### src/rtl/cpu_bus_arbiter_if.sv
// Shared request/response memory bus between the CPU arbiter and a slave.
// master = arbiter side, slave = memory side.
interface cpu_bus_arbiter_if;
  logic        bus_req;
  logic [3:0]  bus_we;
  logic [31:0] bus_addr;
  logic [31:0] bus_wdata;
  logic        bus_gnt;
  logic        bus_rvalid;
  logic [31:0] bus_rdata;
  logic        bus_err;

  modport master (
    output bus_req,
    output bus_we,
    output bus_addr,
    output bus_wdata,
    output bus_err,
    input  bus_gnt,
    input  bus_rvalid,
    input  bus_rdata
  );

  modport slave (
    input  bus_req,
    input  bus_we,
    input  bus_addr,
    input  bus_wdata,
    input  bus_err,
    output bus_gnt,
    output bus_rvalid,
    output bus_rdata
  );
endinterface

### src/rtl/cpu_bus_arbiter.sv
// Serializes CPU data and fetch ports onto one bus, data first.
// Define ARB_TIMEOUT_EN to abort hung accesses after TIMEOUT_CYCLES.
module cpu_bus_arbiter #(
  parameter int unsigned TIMEOUT_CYCLES = 255
) (
  input  logic              clk,
  input  logic              rst,
  input  logic              IM_read,
  input  logic [31:0]       IM_addr,
  input  logic              IM_jb,
  output logic [31:0]       IM_instruction,
  output logic              AXI_IF_stall,
  input  logic              DM_read,
  input  logic [3:0]        DM_write_en,
  input  logic [31:0]       DM_addr,
  input  logic [31:0]       DM_data_write,
  output logic [31:0]       DM_data_read,
  output logic              AXI_MEM_stall,
  cpu_bus_arbiter_if.master bus
);

  typedef enum logic [2:0] {
    IDLE,
    DM_REQ,
    DM_WAIT,
    IF_REQ,
    IF_WAIT
  } state_e;

  state_e      state_q;
  logic        bus_req_q;
  logic [3:0]  bus_we_q;
  logic [31:0] bus_addr_q;
  logic [31:0] bus_wdata_q;
  logic [31:0] im_instr_q;
  logic [31:0] dm_rdata_q;
  logic        if_done_q;
  logic        dm_done_q;
  logic        squash_q;
  logic        win_end;
  logic        if_drop;
  logic        wd_fire;

  if (TIMEOUT_CYCLES < 2 || TIMEOUT_CYCLES > 65535)
  begin : g_bad_timeout
    $error("TIMEOUT_CYCLES must be in 2..65535");
  end

  assign AXI_MEM_stall = (DM_read | (|DM_write_en))
                       & ~dm_done_q;
  assign AXI_IF_stall  = IM_read & ~if_done_q;
  assign win_end = ~AXI_MEM_stall & ~AXI_IF_stall;
  // a redirect in the response cycle also stales it
  assign if_drop = squash_q | IM_jb;

`ifdef ARB_TIMEOUT_EN
  localparam logic [15:0] WD_LAST =
    16'(TIMEOUT_CYCLES - 1);
  logic [15:0] wd_cnt_q;
  logic        bus_err_q;
  assign wd_fire     = (wd_cnt_q == WD_LAST);
  assign bus.bus_err = bus_err_q;
`else
  assign wd_fire     = 1'b0;
  assign bus.bus_err = 1'b0;
`endif

  assign bus.bus_req    = bus_req_q;
  assign bus.bus_we     = bus_we_q;
  assign bus.bus_addr   = bus_addr_q;
  assign bus.bus_wdata  = bus_wdata_q;
  assign IM_instruction = im_instr_q;
  assign DM_data_read   = dm_rdata_q;

  always_ff @(posedge clk or negedge rst) begin
    if (!rst) begin
      state_q     <= IDLE;
      bus_req_q   <= 1'b0;
      bus_we_q    <= 4'd0;
      bus_addr_q  <= 32'd0;
      bus_wdata_q <= 32'd0;
      im_instr_q  <= 32'd0;
      dm_rdata_q  <= 32'd0;
      if_done_q   <= 1'b0;
      dm_done_q   <= 1'b0;
      squash_q    <= 1'b0;
`ifdef ARB_TIMEOUT_EN
      wd_cnt_q    <= 16'd0;
      bus_err_q   <= 1'b0;
`endif
    end else begin
`ifdef ARB_TIMEOUT_EN
      bus_err_q <= 1'b0;
      if (state_q == DM_WAIT || state_q == IF_WAIT)
        wd_cnt_q <= wd_cnt_q + 16'd1;
`endif
      unique case (state_q)
        IDLE: begin
          if (AXI_MEM_stall) begin
            state_q     <= DM_REQ;
            bus_req_q   <= 1'b1;
            bus_we_q    <= DM_write_en;
            bus_addr_q  <= DM_addr;
            bus_wdata_q <= DM_data_write;
          end else if (AXI_IF_stall) begin
            state_q     <= IF_REQ;
            bus_req_q   <= 1'b1;
            bus_we_q    <= 4'd0;
            bus_addr_q  <= IM_addr;
            bus_wdata_q <= 32'd0;
          end
        end
        DM_REQ: begin
          if (bus.bus_gnt) begin
            state_q   <= DM_WAIT;
            bus_req_q <= 1'b0;
`ifdef ARB_TIMEOUT_EN
            wd_cnt_q  <= 16'd1;
`endif
          end
        end
        IF_REQ: begin
          if (bus.bus_gnt) begin
            state_q   <= IF_WAIT;
            bus_req_q <= 1'b0;
            squash_q  <= IM_jb;
`ifdef ARB_TIMEOUT_EN
            wd_cnt_q  <= 16'd1;
`endif
          end
        end
        DM_WAIT: begin
          if (bus.bus_rvalid || wd_fire) begin
            state_q   <= IDLE;
            dm_done_q <= 1'b1;
            if (bus_we_q == 4'd0)
              dm_rdata_q <= bus.bus_rvalid ?
                            bus.bus_rdata : 32'd0;
`ifdef ARB_TIMEOUT_EN
            bus_err_q <= ~bus.bus_rvalid;
`endif
          end
        end
        IF_WAIT: begin
          if (bus.bus_rvalid || wd_fire) begin
            state_q  <= IDLE;
            squash_q <= 1'b0;
            if (!if_drop) begin
              im_instr_q <= bus.bus_rvalid ?
                            bus.bus_rdata : 32'd0;
              if_done_q  <= 1'b1;
            end
`ifdef ARB_TIMEOUT_EN
            bus_err_q <= ~bus.bus_rvalid;
`endif
          end else if (IM_jb) begin
            squash_q <= 1'b1;
          end
        end
        default: state_q <= IDLE;
      endcase
      if (win_end) begin
        if_done_q <= 1'b0;
        dm_done_q <= 1'b0;
      end
    end
  end

endmodule

### src/flat_wrapper.sv
// flat-port wrapper written by rule: the top's interface ports become plain ports
module cpu_bus_arbiter_flat 
#(
  parameter int unsigned TIMEOUT_CYCLES = 255
)
  (clk, rst, IM_read, IM_addr, IM_jb, IM_instruction, AXI_IF_stall, DM_read, DM_write_en, DM_addr, DM_data_write, DM_data_read, AXI_MEM_stall, bus_bus_req, bus_bus_we, bus_bus_addr, bus_bus_wdata, bus_bus_err, bus_bus_gnt, bus_bus_rvalid, bus_bus_rdata);
  cpu_bus_arbiter_if bus_i ();
  input  logic clk;
  input  logic rst;
  input  logic IM_read;
  input  logic [31:0] IM_addr;
  input  logic IM_jb;
  output logic [31:0] IM_instruction;
  output logic AXI_IF_stall;
  input  logic DM_read;
  input  logic [3:0] DM_write_en;
  input  logic [31:0] DM_addr;
  input  logic [31:0] DM_data_write;
  output logic [31:0] DM_data_read;
  output logic AXI_MEM_stall;
  output wire logic [$bits(bus_i.bus_req)-1:0] bus_bus_req;
  output wire logic [$bits(bus_i.bus_we)-1:0] bus_bus_we;
  output wire logic [$bits(bus_i.bus_addr)-1:0] bus_bus_addr;
  output wire logic [$bits(bus_i.bus_wdata)-1:0] bus_bus_wdata;
  output wire logic [$bits(bus_i.bus_err)-1:0] bus_bus_err;
  input wire logic [$bits(bus_i.bus_gnt)-1:0] bus_bus_gnt;
  input wire logic [$bits(bus_i.bus_rvalid)-1:0] bus_bus_rvalid;
  input wire logic [$bits(bus_i.bus_rdata)-1:0] bus_bus_rdata;
  assign bus_bus_req = bus_i.bus_req;
  assign bus_bus_we = bus_i.bus_we;
  assign bus_bus_addr = bus_i.bus_addr;
  assign bus_bus_wdata = bus_i.bus_wdata;
  assign bus_bus_err = bus_i.bus_err;
  assign bus_i.bus_gnt = bus_bus_gnt;
  assign bus_i.bus_rvalid = bus_bus_rvalid;
  assign bus_i.bus_rdata = bus_bus_rdata;
  cpu_bus_arbiter #(.TIMEOUT_CYCLES(TIMEOUT_CYCLES)) u_core (.clk(clk), .rst(rst), .IM_read(IM_read), .IM_addr(IM_addr), .IM_jb(IM_jb), .IM_instruction(IM_instruction), .AXI_IF_stall(AXI_IF_stall), .DM_read(DM_read), .DM_write_en(DM_write_en), .DM_addr(DM_addr), .DM_data_write(DM_data_write), .DM_data_read(DM_data_read), .AXI_MEM_stall(AXI_MEM_stall), .bus(bus_i));
endmodule
### config.mk
export PLATFORM = sky130hd
export DESIGN_NAME = cpu_bus_arbiter_flat
export DESIGN_NICKNAME = d
export VERILOG_FILES = /design/src/rtl/cpu_bus_arbiter_if.sv /design/src/rtl/cpu_bus_arbiter.sv /design/src/flat_wrapper.sv
export SDC_FILE = /design/constraint.sdc
export NUM_CORES = 1
export LEC_CHECK = 0
export CORE_MARGIN = 8
export CORE_UTILIZATION = 37
export CTS_BUF_LIST = sky130_fd_sc_hd__clkbuf_4 sky130_fd_sc_hd__clkbuf_8 sky130_fd_sc_hd__clkbuf_16
export CTS_CLUSTER_SIZE = 20
export DETAILED_ROUTE_END_ITERATION = 7
export PLACE_DENSITY = 0.82
export SLEW_MARGIN = 20
export SYNTH_ARGS = -nofsm -noshare
export SYNTH_HDL_FRONTEND = slang
export SYNTH_SLANG_ARGS = --single-unit
### constraint.sdc
create_clock -name clk -period 1.75 [get_ports clk]
set_input_delay 0.2625 -clock clk [delete_from_list [all_inputs] [get_ports clk]]
set_output_delay 0.2625 -clock clk [all_outputs]
set_load 0.03 [all_outputs]
======== Word level (Yosys, flattened, before mapping) ========
Index checks and enable logic that the tools add are counted.
storage, ports and cells
  register bits ........................... 139
  input port bits ......................... 139
  output and inout bits ................... 136
  logic and storage cells ................. 77
operators by class
  eq/ne operators ......................... 11
  muxes and demuxes ....................... 27
  bitwise logic cells ..................... 10
  reduce and logical (&&, ||, !) cells .... 19
operator list
  operator                                                count
  two-way mux 32 bit                                      4
  two-way mux 3 bit                                       5
  AND reduction 3 bit                                     5
  two-way mux 1 bit                                       13
  one-hot mux 3 bit (4 select lines)                      1
  nonzero test 2 bit                                      6
  two-way mux 4 bit                                       2
  equality test 3 x 2 -> 1 bit (second input constant)    2
  inequality test 2 x 1 -> 1 bit (second input constant)  3
  NOT 1 bit                                               5
  logical NOT 4 bit                                       1
  inequality test 2 bit (second input constant)           2
  one-hot mux 1 bit (2 select lines)                      2
  AND reduction 2 bit                                     2
  AND reduction 4 bit                                     1
  OR reduction 2 bit                                      2
  OR reduction 4 bit                                      1
  bitwise AND 1 bit                                       3
  equality test 3 x 1 -> 1 bit (second input constant)    1
  equality test 3 bit (second input constant)             1
  logical NOT 3 bit                                       1
  inequality test 3 x 1 -> 1 bit (second input constant)  1
  inequality test 3 bit (second input constant)           1
  bitwise OR 1 bit                                        2

======== Longest topological paths before layout ========
Gate-level depths: netlist of the first run.
  word-level depth ........................ 7
  gate-level depth with buffers ........... 7
  depth with buffers taken out ............ 4

======== Worst setup path after synthesis of the first run ========
Ideal clock, no wire load.
  kind .................................... flip-flop to flip-flop
  start ................................... register u_core.dm_done_q
  end ..................................... register u_core.bus_addr_q[29], in the netlist u_core.bus.bus_addr[29]
  setup time .............................. 126 ps
  arrival time ............................ 1718 ps
  data required time ...................... 1624 ps
  slack ................................... -94 ps
  stages on the path, launching flop included .. 5
  path buffers ............................ 1
  period minus slack after synthesis ...... 1844 ps
  cell sequence ........................... dfrtp_1 -> a21oi_1 -> o21ai_1 -> buf_2 -> a221o_1
on the way
  word-level cells in the longest chain between the ends .. 4
  elaborated cells between the ends (all ways) .. 5
  those cells by class .................... mux (1); bitwise (2); reduce/logical (2)
RTL lines
  what                           RTL line                RTL
  start, declared                cpu_bus_arbiter.sv:38   logic dm_done_q;
  start signal, assigned         cpu_bus_arbiter.sv:85   dm_done_q <= 1'b0;
  start signal, assigned         cpu_bus_arbiter.sv:135  dm_done_q <= 1'b1;
  start signal, assigned         cpu_bus_arbiter.sv:164  dm_done_q <= 1'b0;
  NOT 1 bit *                    cpu_bus_arbiter.sv:50   & ~dm_done_q;
  bitwise AND 1 bit *            cpu_bus_arbiter.sv:50
  via AXI_MEM_stall              flat_wrapper.sv:20      output logic AXI_MEM_stall;
  nonzero test 2 bit (no line)   -
  AND reduction 2 bit (no line)  -
  end signal, assigned           cpu_bus_arbiter.sv:103  bus_addr_q <= DM_addr;
  end signal, assigned           cpu_bus_arbiter.sv:109  bus_addr_q <= IM_addr;
  end, declared                  cpu_bus_arbiter.sv:33   logic [31:0] bus_addr_q;
Mark *: on every way through the listed nets, which the timed path passes. The rest lies on a longest branch.
A chain may end at the register's enable or synchronous reset.

======== Final worst setup path of the first run ========
  start ................................... register u_core.im_instr_q[0], in the netlist u_core.IM_instruction[0]
  end ..................................... output IM_instruction[0]
RTL lines
  what                    RTL line                RTL
  start, declared         cpu_bus_arbiter.sv:35   logic [31:0] im_instr_q;
  start signal, assigned  cpu_bus_arbiter.sv:149  im_instr_q <= bus.bus_rvalid ?
  end, declared           flat_wrapper.sv:13      output logic [31:0] IM_instruction;
No word-level cell between the ends.

==> out/results.ini, run 1 <==
[layout]
nets = 801
n_antenna_cell = 0
area_growth_pct = 70.0
mostFrequentLayoutCells = 168 x clkdlybuf4s50_1, 139 x dfrtp_1, 77 x dlymetal6s2s_1, 37 x a22o_1, 35 x mux2_1
fillerInstances = 1088
drive_gt1_share_pct = 14.5
final_util_pct = 63.4
final_common_cell = clkdlybuf4s50_1
final_area_um2 = 9490

[setup_path]
worstReg2RegStart = u_core.state_q[0]
reg2reg_depth = 4
crit_path_max_fanout = 2
max_stage_delay_ns = 0.70
r2r_end = u_core.IM_instruction[9]
crit_type = reg2out
cp_top_family = buffers and inverters
required_ns = 1.49
critPathBufInv = 1
crit_path_end_kind = output port
cp.arrival_ns = 1.46
start_kind = flip-flop
crit_slowest_cell = clkdlybuf4s50_1
crit_path_cell_trace = clkdlybuf4s50_1
reg2reg_slack_ns = 0.11

[sta]
hold_viol = 0
setup_viol = 0
fin_worst_skew_ns = 0.0110
final_max_slew_viol_count = 0
fin_crit_ns = 1.73
max_freq_mhz = 579
period_share_pct = 98.7

[die]
start_util_pct = 37.3
io_pins = 275
dieArea_um2 = 19300
dieWidth_um = 139
rows = 45
core_um2 = 15000
fp.dieH_um = 139

[clocking]
cts_buffer_depth = 2
cts_sinks = 139
worstSkewPairLatency_ns = 0.41
cts_buffers = 17
clkTransAtPathRegs_ns = 0.06
h-tree-depth = 4
root_buffer = clkbuf_16
post-cts-setup-buffers = 0
cts_tree = done

[global_routing]
grt_pass1_wl_um = 27900
antenna_found_initial = 0
grt_pass1_vias = 5049
gr-usage-all-layers_pct = 18.3
grt_max_degree = 71
grt.overflow.total = 0

[synth]
synth_edf_count = 0
ys.flop_type = dfrtp_1
synth-async-reset-ratio_pct = 100
syn_nets = 512
ys_seq_area_share_pct = 62.3
synth_cell_types = 33
syn_inst = 373
ys_seq_elements = 139
synth.cell_area_um2 = 5580
synth_area_per_cell_um2 = 15.0
yosysWarnings = 0

[power]
vdd_ir_drop_max_v = 0.00104
leakage_nw = 5.45
power_density_nw_per_um2 = 1830

[route]
via_per_inst = 5.12
wl_um = 17900
drtAntennaViolNets = 0
wire_per_inst_um = 20.8
drt_iter0_markers = 182
vias = 4413
drcViolationCount = 0
first_pass_iters = 5

[run]
maxCapViolCount = 0

[outcome]
status = finished clean

[place]
hpwlAfterDp_um = 13200
gp_congestion = 0.829
placed_area_um2 = 8660
port_buffers = 273

[hold_path]
min_path_type = in2async

## metrics by stage
stage	std cells	total power (W)	setup slack (ns)	hold slack, ns	setup TNS, ns
after global routing	862	0.0181	-0.0270	0.445	-0.0270
after global placement	829	0.0137	-0.280	0.290	-25.86
final	862	0.0173	0.0232	0.426	0
after CTS	861	0.0176	0.000550	0.438	0
after detailed placement	829	0.0140	-0.352	0.299	-31.18
after floorplan	373	0.0100	0.0713	-0.0331	0
## cell type report
class                   instances  area (µm²)  area share (%)
flip-flops and latches        139        3480            36.7
repair buffers                300        3230            34.0
multi-input cells             202        1920            20.3
clock buffers                  21         480            5.06
well taps                     188         235            2.48
clock inverters                10         139            1.46
inverters                       2        7.51          0.0791
## synth_stat cells (all sizes together), types with 3 or more instances
| cell | instances | area (µm²) |
|---|---|---|
| dfrtp | 139 | 3480 |
| clkbuf | 8 | 30.0 |
| and3 | 32 | 200 |
| a21oi | 4 | 20.0 |
| a221o | 32 | 320 |
| mux2 | 64 | 830 |
| a22o | 37 | 324 |
| buf | 22 | 173 |
| nand2 | 3 | 11.3 |
| o21ai | 6 | 30.0 |
| nor2 | 7 | 26.3 |
## cells by family (layout without fill, tap and decap cells)
| group | Yosys count | in the layout | share of synthesized area, % |
|---|---|---|---|
| other | 1 | 1 | 0.0672 |
| AND/OR/NAND/NOR | 56 | 56 | 6.28 |
| buffers and inverters | 32 | 333 | 3.77 |
| flip-flops | 139 | 139 | 62.3 |
| multiplexers | 64 | 64 | 14.9 |
| AO/OA/AOI/OAI | 81 | 81 | 12.7 |
## metal layers
metal	vias up	global-route usage [%]	share of wire, %	wire length (µm)
li1	1985	-	-	-
met1	2196	20.2	40	7100
met2	201	31.0	50	9040
met3	31	6.64	7.5	1350
met4	0	8.20	2.5	455
met5	-	0	0	0
## sequential cells by signal, summed over array words and instances, names as in the netlist
| signal | flops |
|---|---|
| u_core.bus.bus_addr | 32 |
| u_core.if_done_q | 1 |
| u_core.DM_data_read | 32 |
| u_core.bus.bus_we | 4 |
| u_core.dm_done_q | 1 |
| u_core.bus.bus_wdata | 32 |
| u_core.state_q | 3 |
| u_core.IM_instruction | 32 |
| u_core.bus.bus_req | 1 |
| u_core.squash_q | 1 |
## power breakdown
part	internal, W	switching, W	leakage [nW]
clock network	0.00238	0.00133	0.294
logic	0.00371	0.00470	3.38
registers	0.00449	0.000732	1.78
total	0.0106	0.00676	5.45
## how the worst max path moves through the flow
stage / start / endpoint / cells past startpoint
6_report: u_core.IM_instruction[0] / IM_instruction[0] / 1
5_1_grt: u_core.IM_instruction[0] / IM_instruction[0] / 1
4_1_cts: u_core.bus.bus_addr[11] / bus_bus_addr[11] / 1
3_5_place_dp: bus_bus_rvalid / u_core.IM_instruction[0] / 5
3_3_place_gp: bus_bus_rvalid / u_core.IM_instruction[0] / 5
2_1_floorplan: u_core.state_q[0] / u_core.IM_instruction[22] / 6
## repair_timing
item,4_1_cts,5_1_grt
cloned,0,1
pin swaps,0,1
endpoints found under the setup margin,25,113
hold buffers,1,0
resized for setup,25,79
hold endpoints to repair,139,0
(Power assumes the default switching activity.)
==> run 2: changes to the inputs <==
--- a/config.mk
+++ b/config.mk
@@ -10,6 +10,7 @@
 export CTS_BUF_LIST = sky130_fd_sc_hd__clkbuf_4 sky130_fd_sc_hd__clkbuf_8 sky130_fd_sc_hd__clkbuf_16
 export CTS_CLUSTER_SIZE = 20
 export DETAILED_ROUTE_END_ITERATION = 7
+export GPL_TIMING_DRIVEN = 0
 export PLACE_DENSITY = 0.82
 export SLEW_MARGIN = 20
 export SYNTH_ARGS = -nofsm -noshare
==> out/results.ini, run 2 (synthesis gave the netlist of run 1 again) <==
[route]
first_pass_iters = 4  ; was 5
vias = 4578  ; was 4,413
drcViolationCount = 0  ; unchanged
wl_um = 18400  ; was 17,900 µm
via_per_inst = 5.20  ; was 5.12
drtAntennaViolNets = 0  ; unchanged
drt_iter0_markers = 135  ; was 182
wire_per_inst_um = 20.9  ; was 20.8 µm

[layout]
final_util_pct = 64.1  ; was 63.4%
mostFrequentLayoutCells = 196 x clkdlybuf4s50_1, 136 x dfrtp_1, 58 x dlymetal6s2s_1, 36 x a22o_1, 33 x mux2_1  ; was 168 x clkdlybuf4s50_1, 139 x dfrtp_1, 77 x dlymetal6s2s_1, 37 x a22o_1, 35 x mux2_1
layout.cells.non_filler = 881  ; was 862
drive_gt1_share_pct = 17.6  ; was 14.5%
area_growth_pct = 72.1  ; was 70.0%
final_common_cell = clkdlybuf4s50_1  ; unchanged
nets = 819  ; was 801
n_antenna_cell = 0  ; unchanged

[clocking]
cts_tree = done  ; unchanged
cts_buffers = 17  ; unchanged
root_buffer = clkbuf_16  ; unchanged
cts_sinks = 139  ; unchanged
worstSkewPairLatency_ns = 0.41  ; about the same
h-tree-depth = 4  ; unchanged
clkTransAtPathRegs_ns = 0.06  ; about the same
cts_buffer_depth = 2  ; unchanged

[sta]
worst_pin_slew_ns = 0.540
setup_viol = 31  ; was 0
rsz0062_at_grt = yes
tns_ns = -0.972  ; was 0 ns
max_freq_mhz = 553  ; was 579 MHz
worst_hold_slack_ns = 0.342  ; was 0.426 ns
fin_worst_skew_ns = 0.0120  ; was 0.0110 ns
period_share_pct = 103  ; was 98.7%
relSlewSlack_pct = 64.0
final_max_slew_viol_count = 0  ; unchanged
setup_slack_ns = -0.0572  ; was 0.0232 ns
hold_viol = 0  ; unchanged
fin_crit_ns = 1.81  ; was 1.73 ns

[power]
p_sw_share_pct = 39.0  ; about the same
clkPwrFrac_pct = 22.1  ; was 21.4%
pwr-share-comb_pct = 48.0  ; was 48.4%
internal_power_w = 0.0108  ; was 0.0106 W
p_switching_w = 0.00688  ; was 0.00676 W
leakage_nw = 5.25  ; was 5.45 nW
power_density_nw_per_um2 = 1840  ; was 1830 nW/µm²
p_seq_share_pct = 30.0  ; was 30.1%
vdd_ir_drop_max_v = 0.00114  ; was 0.00104 V

[setup_path]
required_ns = 2.04  ; was 1.49 ns
cp.arrival_ns = 2.09  ; was 1.46 ns
crit_path_end_kind = flip-flop  ; was output port
crit_path_max_fanout = 8  ; was 2
crit_type = reg2reg  ; was reg2out
start_kind = flip-flop  ; unchanged

[place]
dp_cells = 835  ; was 829
hpwlAfterDp_um = 13700  ; was 13,200 µm
port_buffers = 273  ; unchanged
gp_congestion = 0.828  ; was 0.829

[outcome]
failed_checks = negative setup slack
status = finished, violations left  ; was finished clean

[die]
fp.dieH_um = 139  ; unchanged
io_pins = 275  ; unchanged
core_um2 = 15000  ; unchanged
dieArea_um2 = 19300  ; unchanged
dieWidth_um = 139  ; unchanged
rows = 45  ; unchanged
start_util_pct = 37.3  ; unchanged

[hold_path]
min_path_type = in2async  ; unchanged

[global_routing]
grt_pass1_vias = 5174  ; was 5,049
grt.overflow.total = 0  ; unchanged
grt_max_degree = 103  ; was 71
antenna_found_initial = 0  ; unchanged
gr-usage-all-layers_pct = 18.9  ; was 18.3%
grt_pass1_wl_um = 29100  ; was 27,900 µm

[run]
maxCapViolCount = 0  ; unchanged

-- run 2: cell count changes in the layout (fill, tap and decap cells not counted), sizes merged, moves of 7 or more --
cell / change
dlymetal6s2s: -19
dlygate4sd2: -9
clkbuf: +11
clkdlybuf4s50: +28
buf: +7
-- run 2: per-stage QoR --
stage               setup WS (ns)  instance area, µm²  total power, W
global route               -0.108                9610          0.0185
detailed placement         -0.668                8590          0.0138
CTS                       -0.0399                9360          0.0178
floorplan                  0.0713                5590          0.0100
finish                    -0.0572                9610          0.0177
global placement            -4.88                8560          0.0135
-- run 2: path summary, 6_finish.rpt --
kind,cells after the start,end,start,slack (ns)
max,4,u_core.IM_instruction[15],u_core.state_q[1],-0.06
min,2,u_core.DM_data_read[9],rst,0.34
max reg2reg,4,u_core.IM_instruction[15],u_core.state_q[1],-0.06
min reg2reg,1,u_core.DM_data_read[7],u_core.DM_data_read[7],0.49
max in group asynchronous,3,u_core.state_q[1],rst,0.56
min in group clk,2,u_core.bus.bus_addr[23],DM_addr[23],0.46
-- run 2: final cells by class --
class	count	area (µm²)
Buffer	28	210
Clock buffer	22	482
Tap cell	188	235
Multi-Input combinational cell	202	1960
Sequential cell	139	3480
Clock inverter	10	161
Inverter	2	7.51
Fill cell	1100	5370
Timing Repair Buffer	290	3070
-- run 2: what timing repair did --
item                       4_1_cts  5_1_grt
pin swaps                        2        3
buffers inserted                 8        4
gates cloned                     1        2
gates resized for setup         37       76
setup endpoints to repair      147      140
hold buffers                     1        0
hold endpoints to repair        37        0
-- run 2: power by group through the flow --
| stage | Combinational (W) | Sequential (W) | Clock (W) |
|---|---|---|---|
| global route | 0.00894 | 0.00541 | 0.00412 |
| floorplan | 0.00246 | 0.00754 | 0 |
| finish | 0.00846 | 0.00529 | 0.00390 |
| CTS | 0.00858 | 0.00529 | 0.00395 |
| detailed placement | 0.00851 | 0.00529 | 0 |
| global placement | 0.00829 | 0.00524 | 0 |
-- run 2: layer usage --
layer	wire length, µm	part of all wire, %	track usage, %
met5	0	0	0
met4	437	2.4	7.05
met3	1290	7.0	6.30
met2	9350	51	32.3
met1	7350	40	21.6
-- run 2: worst max-delay path, stage by stage, from the launching register on --
cell,delay [ns]
dfrtp_2,0.44
nand4bb_1,0.22
or3_4,0.51
clkbuf_16,0.21
mux2_4,0.30
